## src/rtl/mac_array_param.sv

```systemverilog
// Parametrised NCH-lane K-tap multiply-accumulate array with a shared coefficient
// stream, valid/ready handshakes on both sides and saturated per-lane results.
//
// state | meaning
// IDLE  | waiting for start, no handshakes accepted
// RUN   | accepting sample columns, one result vector per K accepts
// DRAIN | NOUT results formed, waiting for the last one to be taken
module mac_array_param #(
  parameter int NCH    = 4,
  parameter int DW     = 8,
  parameter int CW     = 7,
  parameter int K      = 8,
  parameter int NOUT   = 32,
  parameter int OW     = 18,
  parameter int SIGNED = 0,
  localparam int AW    = $clog2(K),
  localparam int ACCW  = DW + CW + AW
) (
  input  logic                clk,
  input  logic                rst,
  input  logic                start_i,
  input  logic                abort_i,
  input  logic                in_valid_i,
  output logic                in_ready_o,
  input  logic [NCH*DW-1:0]   x_data_i,
  output logic [AW-1:0]       coef_addr_o,
  input  logic [CW-1:0]       coef_data_i,
  output logic                out_valid_o,
  input  logic                out_ready_i,
  output logic [NCH*OW-1:0]   out_data_o,
  output logic                busy_o,
  output logic                done_o
);

  localparam int CNTW = $clog2(NOUT + 1);

  typedef enum logic [1:0] {S_IDLE, S_RUN, S_DRAIN} state_t;

  state_t              state_q;
  logic [AW-1:0]       tap_q;
  logic [CNTW-1:0]     cnt_q;
  logic [NCH*ACCW-1:0] acc_q;
  logic [NCH*OW-1:0]   out_data_q;
  logic                out_valid_q;
  logic                done_q;

  logic [NCH*ACCW-1:0] sum_w;
  logic [NCH*OW-1:0]   sat_w;
  logic                accept_w;
  logic                pop_w;
  logic                last_tap_w;
  logic                last_out_w;

  // A pending result blocks new samples unless it leaves this same cycle.
  assign in_ready_o = (state_q == S_RUN) && (!out_valid_q || out_ready_i);
  assign accept_w   = in_valid_i && in_ready_o;
  assign pop_w      = out_valid_q && out_ready_i;
  assign last_tap_w = (tap_q == AW'(K - 1));
  assign last_out_w = (cnt_q == CNTW'(NOUT - 1));

  for (genvar c = 0; c < NCH; c++) begin : g_lane
    logic [DW-1:0]   x_c;
    logic [ACCW-1:0] x_ext;
    logic [ACCW-1:0] c_ext;
    logic [ACCW-1:0] prod;
    logic [ACCW-1:0] sum;
    logic [OW-1:0]   sat;

    assign x_c = x_data_i[c*DW +: DW];

    if (SIGNED != 0) begin : g_sext
      assign x_ext = {{(ACCW-DW){x_c[DW-1]}}, x_c};
      assign c_ext = {{(ACCW-CW){coef_data_i[CW-1]}}, coef_data_i};
    end else begin : g_zext
      assign x_ext = {{(ACCW-DW){1'b0}}, x_c};
      assign c_ext = {{(ACCW-CW){1'b0}}, coef_data_i};
    end

    // The low ACCW bits of the product are the same for signed and unsigned operands.
    assign prod = x_ext * c_ext;
    assign sum  = acc_q[c*ACCW +: ACCW] + prod;

    if (OW == ACCW) begin : g_nosat
      assign sat = sum;
    end else if (SIGNED != 0) begin : g_ssat
      logic ovf;
      assign ovf = (sum[ACCW-1:OW-1] != {(ACCW-OW+1){sum[ACCW-1]}});
      assign sat = !ovf          ? sum[OW-1:0] :
                   sum[ACCW-1]   ? {1'b1, {(OW-1){1'b0}}} :
                                   {1'b0, {(OW-1){1'b1}}};
    end else begin : g_usat
      assign sat = (|sum[ACCW-1:OW]) ? {OW{1'b1}} : sum[OW-1:0];
    end

    assign sum_w[c*ACCW +: ACCW] = sum;
    assign sat_w[c*OW +: OW]     = sat;
  end

  always_ff @(posedge clk or negedge rst) begin
    if (!rst) begin
      state_q     <= S_IDLE;
      tap_q       <= '0;
      cnt_q       <= '0;
      acc_q       <= '0;
      out_data_q  <= '0;
      out_valid_q <= 1'b0;
      done_q      <= 1'b0;
    end else if (abort_i) begin
      state_q     <= S_IDLE;
      tap_q       <= '0;
      cnt_q       <= '0;
      acc_q       <= '0;
      out_valid_q <= 1'b0;
      done_q      <= 1'b0;
    end else begin
      done_q <= 1'b0;
      if (pop_w) begin
        out_valid_q <= 1'b0;
      end
      case (state_q)
        S_IDLE: begin
          if (start_i) begin
            state_q <= S_RUN;
            tap_q   <= '0;
            cnt_q   <= '0;
            acc_q   <= '0;
          end
        end
        S_RUN: begin
          if (accept_w) begin
            if (last_tap_w) begin
              out_data_q  <= sat_w;
              out_valid_q <= 1'b1;
              acc_q       <= '0;
              tap_q       <= '0;
              cnt_q       <= cnt_q + CNTW'(1);
              if (last_out_w) begin
                state_q <= S_DRAIN;
              end
            end else begin
              acc_q <= sum_w;
              tap_q <= tap_q + AW'(1);
            end
          end
        end
        S_DRAIN: begin
          if (pop_w) begin
            done_q  <= 1'b1;
            state_q <= S_IDLE;
          end
        end
        default: state_q <= S_IDLE;
      endcase
    end
  end

  assign coef_addr_o = tap_q;
  assign out_valid_o = out_valid_q;
  assign out_data_o  = out_data_q;
  assign busy_o      = (state_q == S_RUN);
  assign done_o      = done_q;

endmodule

```

## config.mk

```make
export PLATFORM = sky130hd
export DESIGN_NAME = mac_array_param
export DESIGN_NICKNAME = d
export VERILOG_FILES = /design/src/rtl/mac_array_param.sv
export SDC_FILE = /design/constraint.sdc
export NUM_CORES = 1
export LEC_CHECK = 0
export CAP_MARGIN = 5
export CORE_UTILIZATION = 45
export DETAILED_ROUTE_END_ITERATION = 8
export SLEW_MARGIN = 40
export SYNTH_ARGS = -nofsm -noshare
export SYNTH_HDL_FRONTEND = slang
export SYNTH_SLANG_ARGS = --single-unit
export TNS_END_PERCENT = 30
```

## constraint.sdc

```tcl
create_clock -name clk -period 12.5 [get_ports clk]
set_clock_uncertainty 0.15 [all_clocks]
set_input_delay 1.875 -clock clk [delete_from_list [all_inputs] [get_ports clk]]
set_output_delay 1.875 -clock clk [all_outputs]
set_load 0.05 [all_outputs]
```

=== Word level (Yosys, flattened, before mapping) ===
Cells that the tools add are included.

* Register bits after elaboration: 157
* Output and inout bits: 79

* $add $sub $neg: 6
* Multiply operators: 4
* Equal/unequal tests: 9
* Muxes and demuxes: 30
* Bitwise gates (word level): 1
* Reduce and logical (&&, ||, !) cells: 11

{| class="wikitable"
|+ Operators by type and width
! kind !! number
|-
| $mux 72 || 4
|-
| $pmux 72 s2 || 1
|-
| $add 18x15->18 || 4
|-
| $mul 8x7->15 || 4
|-
| $mux 6 || 4
|-
| $mux 2 || 6
|-
| $mux 3 || 4
|-
| $pmux 6 s2 || 1
|-
| $ne 3x2->1 const B || 3
|-
| $mux 1 || 8
|-
| $reduce_and 4->1 || 2
|-
| $add 6x1->6 const B || 1
|-
| $eq 6x5->1 const B || 1
|-
| $ne 3x3->1 const B || 2
|-
| $pmux 2 s3 || 1
|-
| $pmux 3 s2 || 1
|-
| $reduce_and 5->1 || 1
|-
| $add 3x1->3 const B || 1
|-
| $eq 3x3->1 const B || 1
|-
| $logic_and 1x1->1 || 3
|-
| $reduce_and 3->1 || 1
|-
| $reduce_bool 3->1 || 1
|-
| $eq 2x1->1 const B || 1
|-
| $eq 2x2->1 const B || 1
|-
| 4 further kinds || 4
|}

=== Logic depth before layout (Yosys ltp) ===
* Word-level depth: 7
* Mapped depth: 18
* Depth with buffers taken out: 16

=== Worst setup path after synthesis ===
No wires, ideal clock.

* Kind: input port to flip-flop
* Start point: input coef_data_i[1]
* End point: register acc_q[53]
* Library setup time: 0.122 ns
* Data arrival time: 5.985 ns
* Data required time: 12.228 ns
* Path slack: 6.244 ns
* Stages: 17
* Cells stage by stage: clkbuf_1 and2_1 fa_1 inv_1 fa_1 inv_1 fa_1 inv_1 fa_1 inv_1 ha_1 a21o_1 a2111oi_4 o31a_4 o21ai_2 a211o_1 a32o_1

* Word-level cells in the longest chain between the ends: 6

{| class="wikitable"
|+ RTL lines
! element !! RTL line !! text
|-
| from (decl) || 27 || <nowiki>input logic [CW-1:0] coef_data_i,</nowiki>
|-
| $mul 8x7->15 || 80 || <nowiki>assign prod = x_ext * c_ext;</nowiki>
|-
| $add 18x15->18 || 81 || <nowiki>assign sum = acc_q[c*ACCW +: ACCW] + prod;</nowiki>
|-
| $mux 72 || 131 || <nowiki>if (last_tap_w) begin</nowiki>
|-
| $mux 72 || 130 || <nowiki>if (accept_w) begin</nowiki>
|-
| $pmux 72 s2 || 120 || <nowiki>case (state_q)</nowiki>
|-
| $mux 72 || 108 || <nowiki>end else if (abort_i) begin</nowiki>
|-
| to (signal assigned) || 141 || <nowiki>acc_q <= sum_w;</nowiki>
|-
| to (decl) || 42 || <nowiki>logic [NCH*ACCW-1:0] acc_q;</nowiki>
|}

Every way passes these cells. The select of a mux whose other input is x is not followed.
A chain may end at the register's enable or synchronous reset.

=== Final worst setup path ===
* Start point: input coef_data_i[1]
* End point: register acc_q[11]

The elaborated chain is that of the path after synthesis.

==> metrics <==
WS Path Type=input port to flip-flop; critical path startpoint category=input port; number of remaining DRC errors=0; status=complete, no violations; Synth top area share=0.253; final setup TNS=0 ps; Util after Layout=0.531; CTS buffer count=17; mean number of vias per cell=5.18; Slew Viols, Final=0; I/O Buffers=123; Clock Path Buffers=2; Period Utilization, post-route=0.532; Synth Register Bits=157; vias in the first global route=12200; reg2reg end=acc_q[11]; Core Box Area=0.0338 sq mm; area leader, netlist=dfrtp_1; total number of vias=about 12000; H-tree Lvls=4; setup bufs post-CTS=0; Worst R2R Path Depth=12; share of layout cells above drive strength 1=0.0462; Clock Sinks=157; nets=roughly 2200; die width=between 150 and 200 um; cells along the critical path=clkdlybuf4s50_1 -> buf_4 -> and2_1 -> fa_1 -> inv_1 -> fa_1 -> inv_1 -> fa_1 -> inv_1 -> fa_1 -> inv_1 -> ha_1 -> and3_1 -> a21bo_2 -> a31oi_1 -> o21ai_0 -> a21boi_0 -> o31ai_1; worst reg2reg setup slack=between 8000 and 9000 ps; CTS tree=built; # rows=67; DPL Wire Length=26500 um; Area growth syn-to-layout=15.4%; CP endpoint kind=flip-flop; 1st-pass router iterations=5; critical path's largest stage delay=540 ps; worst-margin pin slew=829 ps; Pleak=9.37 nW; synthesized area per cell=9.26 sq um; most frequent cells in the layout=inv_1 (303), nand2_1 (258), fa_1 (168), ha_1 (163), dfrtp_1 (157); synthesized netlist net count=2055; Tot GR Track Use=0.219; total wire length=36000 um; origin of the critical flop-to-flop path=acc_q[7]; ys async rst share=1.00; Non-Filler Instances=2245; Crit-path slowest cell=fa_1; Clock transition at path regs=70 ps; mapped cell area=0.0155 sq mm; Rel. slew slack=0.448; Synthesis Warnings=0; Fin. Hold Viols=0; HP Class=flip-flop to flip-flop; area of the multi-input gates=between 0.01 and 0.015 sq mm; Final setup violation count=0; crit-path leading delay family=adder cells; Tot Pwr=2.52 mW; Max Clk Rate=approximately 0.15 GHz; gr ovfl total=0; top post-synthesis cells by area=dfrtp_1 (25%), fa_1 (22%), ha_1 (13%), inv_1 (7.3%), nand2_1 (6.2%); first-pass GRT wire length=61300 um; Die Area=0.0353 sq mm; Register Area=slightly below 0.004 sq mm; worst path arrival time=between 6000 and 7000 ps; commonest non-fill, non-tap cell in the layout=inv_1; # IOs=124; largest net degree at the start of global routing=93; fillers=between 3000 and 4000; Place WS=about 5400 ps; Hold Path Depth=2; Die Span Y=188 um; VDD IR max=107 uV; post-layout min period=6650 ps; sum of buffers and inverters on the critical path=6; post-synth cell types=roughly 60; post-route ant nets=0; root buf cell=clkbuf_16; Worst path depth=18; Final Wtd Congestion=0.836; Worst Path Required=12670 ps; min-delay src=out_data_o[8]; PnR worst setup slack=5850 ps; CTS Hold Buffers Added=0; Post-CTS Resized=0; WHS Endpoint=out_data_o[8]; Initial Utilization=0.460; MaxCap Viol Count=0; Post-synth EDFFs=0; power per cell area=140 mW/mm^2; placed insts=2212; crit path max fanout=32; RSZ-0062 raised after global routing=no; top_reg_cell synth=dfrtp_1; post-synthesis cell count=between 1500 and 2000; initial antenna violation count=2; drt first-iter violations=489; WL/cell=16.0 um; Worst-Skew Late Latency=around 450 ps; sequential cell area fraction in the yosys report=0.253
-- area by class of cell --
| class | count | area share |
|---|---|---|
| diodes | 1 | 0.000139 |
| clock buffers | 19 | 0.0252 |
| clock inverters | 12 | 0.0104 |
| inverters | 303 | 0.0634 |
| multi-input cells | 1166 | 0.573 |
| flip-flops and latches | 157 | 0.219 |
| well taps | 448 | 0.0312 |
| repair buffers | 139 | 0.0773 |
-- sequential cells by signal, summed over array words and instances, names as in the netlist --
name,count
acc_q,72
cnt_q,6
coef_addr_o,3
done_o,1
out_data_o,72
out_valid_o,1
state_q,2
-- worst register-to-register path, stage by stage, from the launching register on --
cell      delay [ps]
dfrtp_1          430
fa_1             550
inv_1             60
fa_1             490
fa_1             490
inv_1             40
ha_1             340
and3_1           200
a21bo_2          240
a31oi_1          440
o21ai_0          190
a21boi_0         310
o31ai_1          130
-- how the worst max path moves through the flow --
stage,start,to,slack [ps]
after global routing,coef_data_i[1],out_data_o[35],5590
final,coef_data_i[1],acc_q[11],5850
after global placement,coef_data_i[1],acc_q[53],5480
after CTS,coef_data_i[1],acc_q[11],5890
after detailed placement,coef_data_i[1],acc_q[11],5390
after floorplan,coef_data_i[1],acc_q[53],6240
-- through the flow --
step / hold slack (ps) / cell area, sq um
2_1_floorplan: 297 / 15500
3_3_place_gp: 307 / 17300
3_5_place_dp: 312 / 17300
4_1_cts: 328 / 17900
5_1_grt: 358 / 17900
6_report: 320 / 17900
-- synth_stat cells (all sizes together), types with 4 or more instances --
cell,count
inv,303
nand2,258
fa,168
ha,163
dfrtp,157
and2,144
o21ai,61
a21oi,53
a22o,47
nor2,44
clkbuf,39
a21o,32
xnor2,29
mux2,19
xor2,16
buf,14
nand3,12
a211oi,9
a31oi,9
nand2b,8
o211ai,8
nand4,7
o31ai,7
o21bai,6
o22ai,6
or3,5
a31o,4
and3,4
nor2b,4
o21a,4
-- per-layer routing --
layer | GRT usage | vias up | wire, um
met5 | 0 | - | 13
met4 | 0.0622 | 2 | 666
met3 | 0.0427 | 40 | 1630
met2 | 0.363 | 243 | 17200
met1 | 0.292 | 5774 | 16500
li1 | - | 5577 | -
-- logic make-up after synthesis --
family / after synthesis / synth area share
buffers and inverters: 356 / 0.0874
XOR/XNOR: 45 / 0.0253
flip-flops: 157 / 0.253
AO/OA/AOI/OAI: 273 / 0.122
adder cells (fa/ha/maj): 331 / 0.347
AND/OR/NAND/NOR: 498 / 0.152
multiplexers: 19 / 0.0138
-- report_power, final --
part	leakage (nW)	switching, mW	internal, mW	total (mW)
Combinational	6.88	0.834	0.562	1.40
Clock	0.302	0.232	0.346	0.577
Sequential	2.18	0.0164	0.530	0.547
Total	9.37	1.08	1.44	2.52
(Power assumes the default switching activity.)
